$ cat src/rtl/subcounter_pkg.sv
// subcounter_pkg: shared definitions for the subcounter slice.
//   sub_cmd_t               - 2-bit command broadcast by the fabric controller
//   SUB_GRANULARITY_DEFAULT - default slice width in bits
package subcounter_pkg;

  typedef enum logic [1:0] {
    SUB_CLEAR = 2'b00,
    SUB_INC   = 2'b01,
    SUB_HOLD  = 2'b10,
    SUB_LOAD  = 2'b11
  } sub_cmd_t;

  localparam int SUB_GRANULARITY_DEFAULT = 4;

endpackage : subcounter_pkg

$ cat src/rtl/subcounter_decode.sv
// subcounter_decode: turns the 2-bit command into one-hot strobes.
// Ports:
//   cmd   - command (sub_cmd_t)
//   clear - CLEAR strobe
//   inc   - INCREMENT strobe
//   load  - LOAD strobe
// HOLD raises no strobe.
module subcounter_decode
  import subcounter_pkg::*;
(
  input  sub_cmd_t cmd,
  output logic     clear,
  output logic     inc,
  output logic     load
);

  always_comb begin
    // NOTE: every output gets a default before the case so no path leaves
    // a signal unassigned, which would infer a latch.
    clear = 1'b0;
    inc   = 1'b0;
    load  = 1'b0;
    unique case (cmd)
      SUB_CLEAR: clear = 1'b1;
      SUB_INC:   inc   = 1'b1;
      SUB_LOAD:  load  = 1'b1;
      SUB_HOLD:  ;
      default:   ;
    endcase
  end

endmodule : subcounter_decode

$ cat src/rtl/subcounter.sv
// subcounter: one granularity-bit slice of the shared-counter fabric.
// Slices chain through carry_in/carry_out; the LSB slice ties carry_in high.
// Ports:
//   clk            - rising-edge clock
//   rst            - synchronous active-high reset, priority over commands
//   sub_command_in - 00 CLEAR, 01 INCREMENT, 10 HOLD, 11 LOAD
//   carry_in       - increment enable from the lower slice
//   load_in        - value written by LOAD
//   data_out       - registered counter value
//   carry_out      - combinational wrap indication to the next slice
//   overflow_out   - sticky wrap flag, only when SUBCOUNTER_OVF_EN is defined
// Configuration macro: SUBCOUNTER_OVF_EN (adds overflow_out and its register).
module subcounter
  import subcounter_pkg::*;
#(
  parameter int granularity = SUB_GRANULARITY_DEFAULT
) (
  input  logic                   clk,
  input  logic                   rst,
  input  logic [1:0]             sub_command_in,
  input  logic                   carry_in,
  input  logic [granularity-1:0] load_in,
  output logic [granularity-1:0] data_out,
  output logic                   carry_out
`ifdef SUBCOUNTER_OVF_EN
  ,
  output logic                   overflow_out
`endif
);

  logic clear;
  logic inc;
  logic load;

  subcounter_decode u_decode (
    .cmd   (sub_cmd_t'(sub_command_in)),
    .clear (clear),
    .inc   (inc),
    .load  (load)
  );

  // Wrap happens only when this slice is enabled to count and is at all ones.
  assign carry_out = inc && carry_in && (data_out == '1);

  always_ff @(posedge clk) begin
    // NOTE: state registers use non-blocking assignments so every register
    // samples pre-edge values regardless of statement order.
    if (rst) begin
      data_out <= '0;
    end else if (clear) begin
      data_out <= '0;
    end else if (load) begin
      data_out <= load_in;
    end else if (inc && carry_in) begin
      data_out <= data_out + granularity'(1);
    end
  end

`ifdef SUBCOUNTER_OVF_EN
  // Sticky: set on a wrapping increment, dropped only by reset or CLEAR.
  always_ff @(posedge clk) begin
    if (rst || clear) begin
      overflow_out <= 1'b0;
    end else if (carry_out) begin
      overflow_out <= 1'b1;
    end
  end
`endif

endmodule : subcounter

$ cat config.mk
export PLATFORM = sky130hd
export DESIGN_NAME = subcounter
export DESIGN_NICKNAME = d
export VERILOG_FILES = /design/src/rtl/subcounter_pkg.sv /design/src/rtl/subcounter_decode.sv /design/src/rtl/subcounter.sv
export SDC_FILE = /design/constraint.sdc
export NUM_CORES = 1
export LEC_CHECK = 0
export CORE_AREA = 8 8 45 47
export CTS_CLUSTER_DIAMETER = 40
export CTS_CLUSTER_SIZE = 16
export DETAILED_ROUTE_END_ITERATION = 16
export DIE_AREA = 0 0 53 55
export PLACE_DENSITY = 0.51
export SLEW_MARGIN = 20
export SYNTH_ARGS = -nofsm -noshare
export SYNTH_HDL_FRONTEND = slang
export SYNTH_SLANG_ARGS = --single-unit
export TNS_END_PERCENT = 20
$ cat constraint.sdc
create_clock -name clk -period 1.8 [get_ports clk]
set_input_delay 0.36 -clock clk [delete_from_list [all_inputs] [get_ports clk]]
set_output_delay 0.36 -clock clk [all_outputs]
set_load 0.02 [all_outputs]
Word level (Yosys, flattened, before mapping)
Index checks and enable logic that the tools add are counted.
{"block": "word_totals", "register_bits": 4, "input_bits": 9, "output_inout_bits": 5, "wordCells": 15}
{"block": "classes", "addsub": 1, "n_eq_ne": 3, "mux": 5, "reduce_logical": 5}
{"operator": "4-bit two-way mux", "count": 2}
{"operator": "4-bit by 1-bit adder with 4-bit output, second input constant", "count": 1}
{"operator": "4-bit equality test, second input constant", "count": 1}
{"operator": "1-bit two-way mux", "count": 3}
{"operator": "2-bit by 1-bit equality test with 1-bit output, second input constant", "count": 1}
{"operator": "2-bit equality test, second input constant", "count": 1}
{"operator": "1-bit logical AND", "count": 2}
{"operator": "2-bit logical NOT", "count": 1}
{"operator": "2-bit nonzero test", "count": 1}
{"operator": "2-bit OR reduction", "count": 1}

Logic depth before layout (Yosys ltp)
{"block": "depth", "depth_word": 5, "depth_mapped": 5, "depth_no_buf": 5}

Modules after synthesis
Synthesis repeated with hierarchy kept, for this count alone.
{"block": "hier_totals", "hier_cells": 28, "area_unflattened_um2": 245.2}
{"mod": "subcounter", "instances": 1, "cells_each": 25, "area_each_um2": 229.0, "seq_area_each_um2": 80.1}
{"mod": "subcounter_decode", "instances": 1, "cells_each": 3, "area_each_um2": 16.3, "seq_area_each_um2": 0.0}

Worst setup path before layout
No wires, ideal clock.
{"block": "synth_timing", "kind": "reg-to-output", "startpoint": "reg data_out[0]", "endpoint": "out carry_out", "arrival_ns": 1.180, "required_ns": 1.440, "slack_ns": 0.260, "stages_incl_launch_ff": 5, "n_path_buf": 0, "path_cell_list": "dfxtp_1 -> ha_1 -> and2_1 -> nand3_1 -> nor2_1"}
{"block": "synth_via", "elab_chain_cells": 2}
{"element": "from (decl)", "line_no": "subcounter.sv:23", "rtl": "output logic [granularity-1:0] data_out,"}
{"element": "from (signal assigned)", "line_no": "subcounter.sv:53", "rtl": "data_out <= load_in;"}
{"element": "from (signal assigned)", "line_no": "subcounter.sv:55", "rtl": "data_out <= data_out + granularity'(1);"}
{"element": "4-bit equality test", "line_no": "subcounter.sv:43", "rtl": "assign carry_out = inc && carry_in && (data_out == '1);"}
{"element": "1-bit logical AND", "line_no": "subcounter.sv:43"}
{"element": "to (decl)", "line_no": "subcounter.sv:24", "rtl": "output logic carry_out"}
No other way between the ends.

Final worst setup path
{"block": "layout_timing", "startpoint": "in carry_in", "endpoint": "out carry_out"}
{"block": "layout_via", "elab_chain_cells": 2}
{"element": "from (decl)", "line_no": "subcounter.sv:21", "rtl": "input logic carry_in,"}
{"element": "1-bit logical AND (2 in series)", "line_no": "subcounter.sv:43"}
No other way between the ends.

==> qor.txt <==
Final setup viols -> 0
Final hold viol count -> 0
Largest Register -> data_out
Mean post-synth cell area -> 8.20 sq um
Internal reg-to-reg setup slack -> 500 ps
Vias -> 312
Total wire length -> 822 microns
GPL Wtd Cong -> 0.806
Core ar. -> 0.00138 sq mm
R2R Path Start -> data_out[0]
Period utilisation layout -> 93.1%
Worst skew pair latency -> 230 ps
Reg2Reg Depth -> 6
Row Count -> 14
Worst hold start -> data_out[3]
Worst Hold Path EP -> data_out[3]
Largest net degree at the start of global routing -> 11
Die Ht -> 55 microns
CTS Buf Count -> 3
Max reg flops -> 4
Clock Path Buffers -> 2
Cells after DPL -> 70
Min Tclk post-route -> 1680 ps
# IOs -> 14
Register area share after synthesis -> 27.1%
Die W -> 53 microns
Via/cell ratio -> 4.27
CTS H-tree depth -> 1
Clock-pin slew on the worst setup and hold paths -> 30 ps
CTS tree -> built
Total grt overflow -> 0
Static leakage -> 0.205 nW
Share of cells above drive strength 1 -> 26.3%
Global-route wire length before repair -> 1410 microns
Nets -> 69
Syn Inst Count -> 36
DIE AREA -> 0.00292 sq mm
WHS Path Cells -> 2
Root buf cell -> clkbuf_4
Status -> complete, no violations
Final Total Pwr -> 278 uW
Worst Hold Slack -> 502 ps
Synthesis Warnings -> 0
Crit Path Class -> input pin to output pin
Crit path max fanout -> 2
Slew HR -> 84.8%
Critical Path RT -> 1440 ps
First-pass DRT Iterations -> 3
Syn nets -> 46
Pins Over Slew Limit -> 0
Clock Skew -> 2.16 ps
Max-Cap Viols -> 0
Worst Setup End Kind -> output pin
Buffers on Ports -> 13
Cell area power density -> 563 mW/mm^2
R2r endpoint -> data_out[2]
Max Fclk -> 597 MHz
Routed Antenna Nets -> 0
Vias in the first global route -> 332
Antenna violations before repair -> 0
Setup bufs post-CTS -> 0
Post-DP HPWL -> 702 microns
RSZ-0062 raised after global routing -> no
DRC viols -> 0
Peak VDD IR -> 228 uV
Largest registers -> data_out x4
Area grow syn2layout -> 66.9%
Hold Crit Class -> flop to flop
Wirelength per Cell -> 11.3 microns
Final Util -> 35.6%
Slew @ Worst Pin -> 228 ps
Worst EP arrival -> 1320 ps
Clock Sinks -> 4
Synth unique cells -> 20
Post-synthesis cell area -> 295 sq um
Ant diodes -> 0
GRT Total Usage -> 6.78%
Non-Filler Instances -> 73
Flops & latches, synth -> 4
Starting Density -> 21.3%
Iter 0 DRT Violations -> 2
Critical path launch point type -> input pin
[power breakdown]
group	internal [mW]	total (mW)	switching [mW]	leakage [nW]
clock	0.0741	0.105	0.0304	0.0138
sequential	0.0933	0.0962	0.00290	0.0327
combinational	0.0459	0.0768	0.0309	0.159
total	0.213	0.278	0.0643	0.205
[worst max path at each step]
stage,start,endpoint,slack [ps],cells after the start
after global routing,carry_in,carry_out,70,5
final,carry_in,carry_out,120,5
after floorplan,data_out[0],carry_out,260,4
after global placement,carry_in,carry_out,-300,5
after detailed placement,carry_in,carry_out,-320,5
after CTS,carry_in,carry_out,20,5
[cell usage in the layout (no fill, tap or decap)]
cell | netlist | layout
and3_2 | 1 | 1
a21oi_1 | 1 | 1
buf_4 | 0 | 7
clkbuf_4 | 0 | 3
a22o_1 | 2 | 2
a311oi_1 | 1 | 1
nor2_1 | 6 | 6
ha_1 | 1 | 1
nand2b_1 | 1 | 1
clkdlybuf4s50_1 | 0 | 12
a21bo_1 | 1 | 1
nand2_1 | 2 | 2
nand3_1 | 3 | 3
dfxtp_1 | 4 | 4
o21a_2 | 1 | 1
nor3b_1 | 1 | 1
buf_2 | 0 | 1
nand2b_4 | 1 | 1
o21bai_1 | 1 | 1
o21ai_1 | 3 | 3
and2_1 | 1 | 1
nand2_2 | 1 | 1
a22oi_1 | 2 | 2
[logic make-up (layout without fill, tap and decap cells)]
kind of cell	count (synthesis)	in the layout	share of synthesized area, %
AOI/OAI and AO/OA	12	12	29.7
DFF	4	4	27.1
buffers and inverters	2	23	7.63
adders and majority gates	1	1	4.24
and+or+nand+nor	17	17	31.4
[metal layers]
metal / global-route usage, % / routed length, microns
met1: 7.14 / 377
met2: 10.4 / 365
met3: 2.41 / 79
met4: 6.47 / 0
met5: 0 / 0
[through the flow]
stage / TNS [ps] / cell area, sq um / worst slack [ps]
2_1_floorplan: 0 / 295 / 260
3_3_place_gp: -300 / 475 / -300
3_5_place_dp: -318 / 475 / -318
4_1_cts: 0 / 499 / 17.3
5_1_grt: 0 / 493 / 66.3
6_report: 0 / 493 / 124
[Yosys cell counts]
| cell type | number | share of area [%] |
|---|---|---|
| nand2_1 | 2 | 2.5 |
| a311oi_1 | 1 | 3.0 |
| ha_1 | 1 | 4.2 |
| and2_1 | 1 | 2.1 |
| nor3b_1 | 1 | 2.5 |
| o21ai_1 | 3 | 5.1 |
| nand3_1 | 3 | 5.1 |
| a21bo_1 | 1 | 3.4 |
| o21a_2 | 1 | 3.0 |
| a21oi_1 | 1 | 1.7 |
| a22o_1 | 2 | 5.9 |
| and3_2 | 1 | 2.5 |
| nand2_2 | 1 | 2.1 |
| o21bai_1 | 1 | 2.5 |
| nand2b_1 | 1 | 2.1 |
| buf_6 | 2 | 7.6 |
| nor2_1 | 6 | 7.6 |
| dfxtp_1 | 4 | 27 |
| nand2b_4 | 1 | 4.7 |
| a22oi_1 | 2 | 5.1 |
[layout make-up]
type,count,area [sq um]
fillers,154,891
multi-input cells,30,193
repair buffers,20,178
flip-flops and latches,4,80.1
clock buffers,3,22.5
well taps,16,20.0
[critical path, cell delays in order]
cell and delay [ps]:
clkdlybuf4s50_1 470, and2_1 150, nand3_1 90, nor2_1 80, buf_2 160
[what timing repair did]
| item | CTS | global route |
|---|---|---|
| endpoints found under the setup margin | 1 | 1 |
| hold buffers | 0 | 0 |
| pin swaps | 0 | 0 |
| resized for setup | 3 | 1 |
Note: power is estimated with default switching activity, not from simulation.
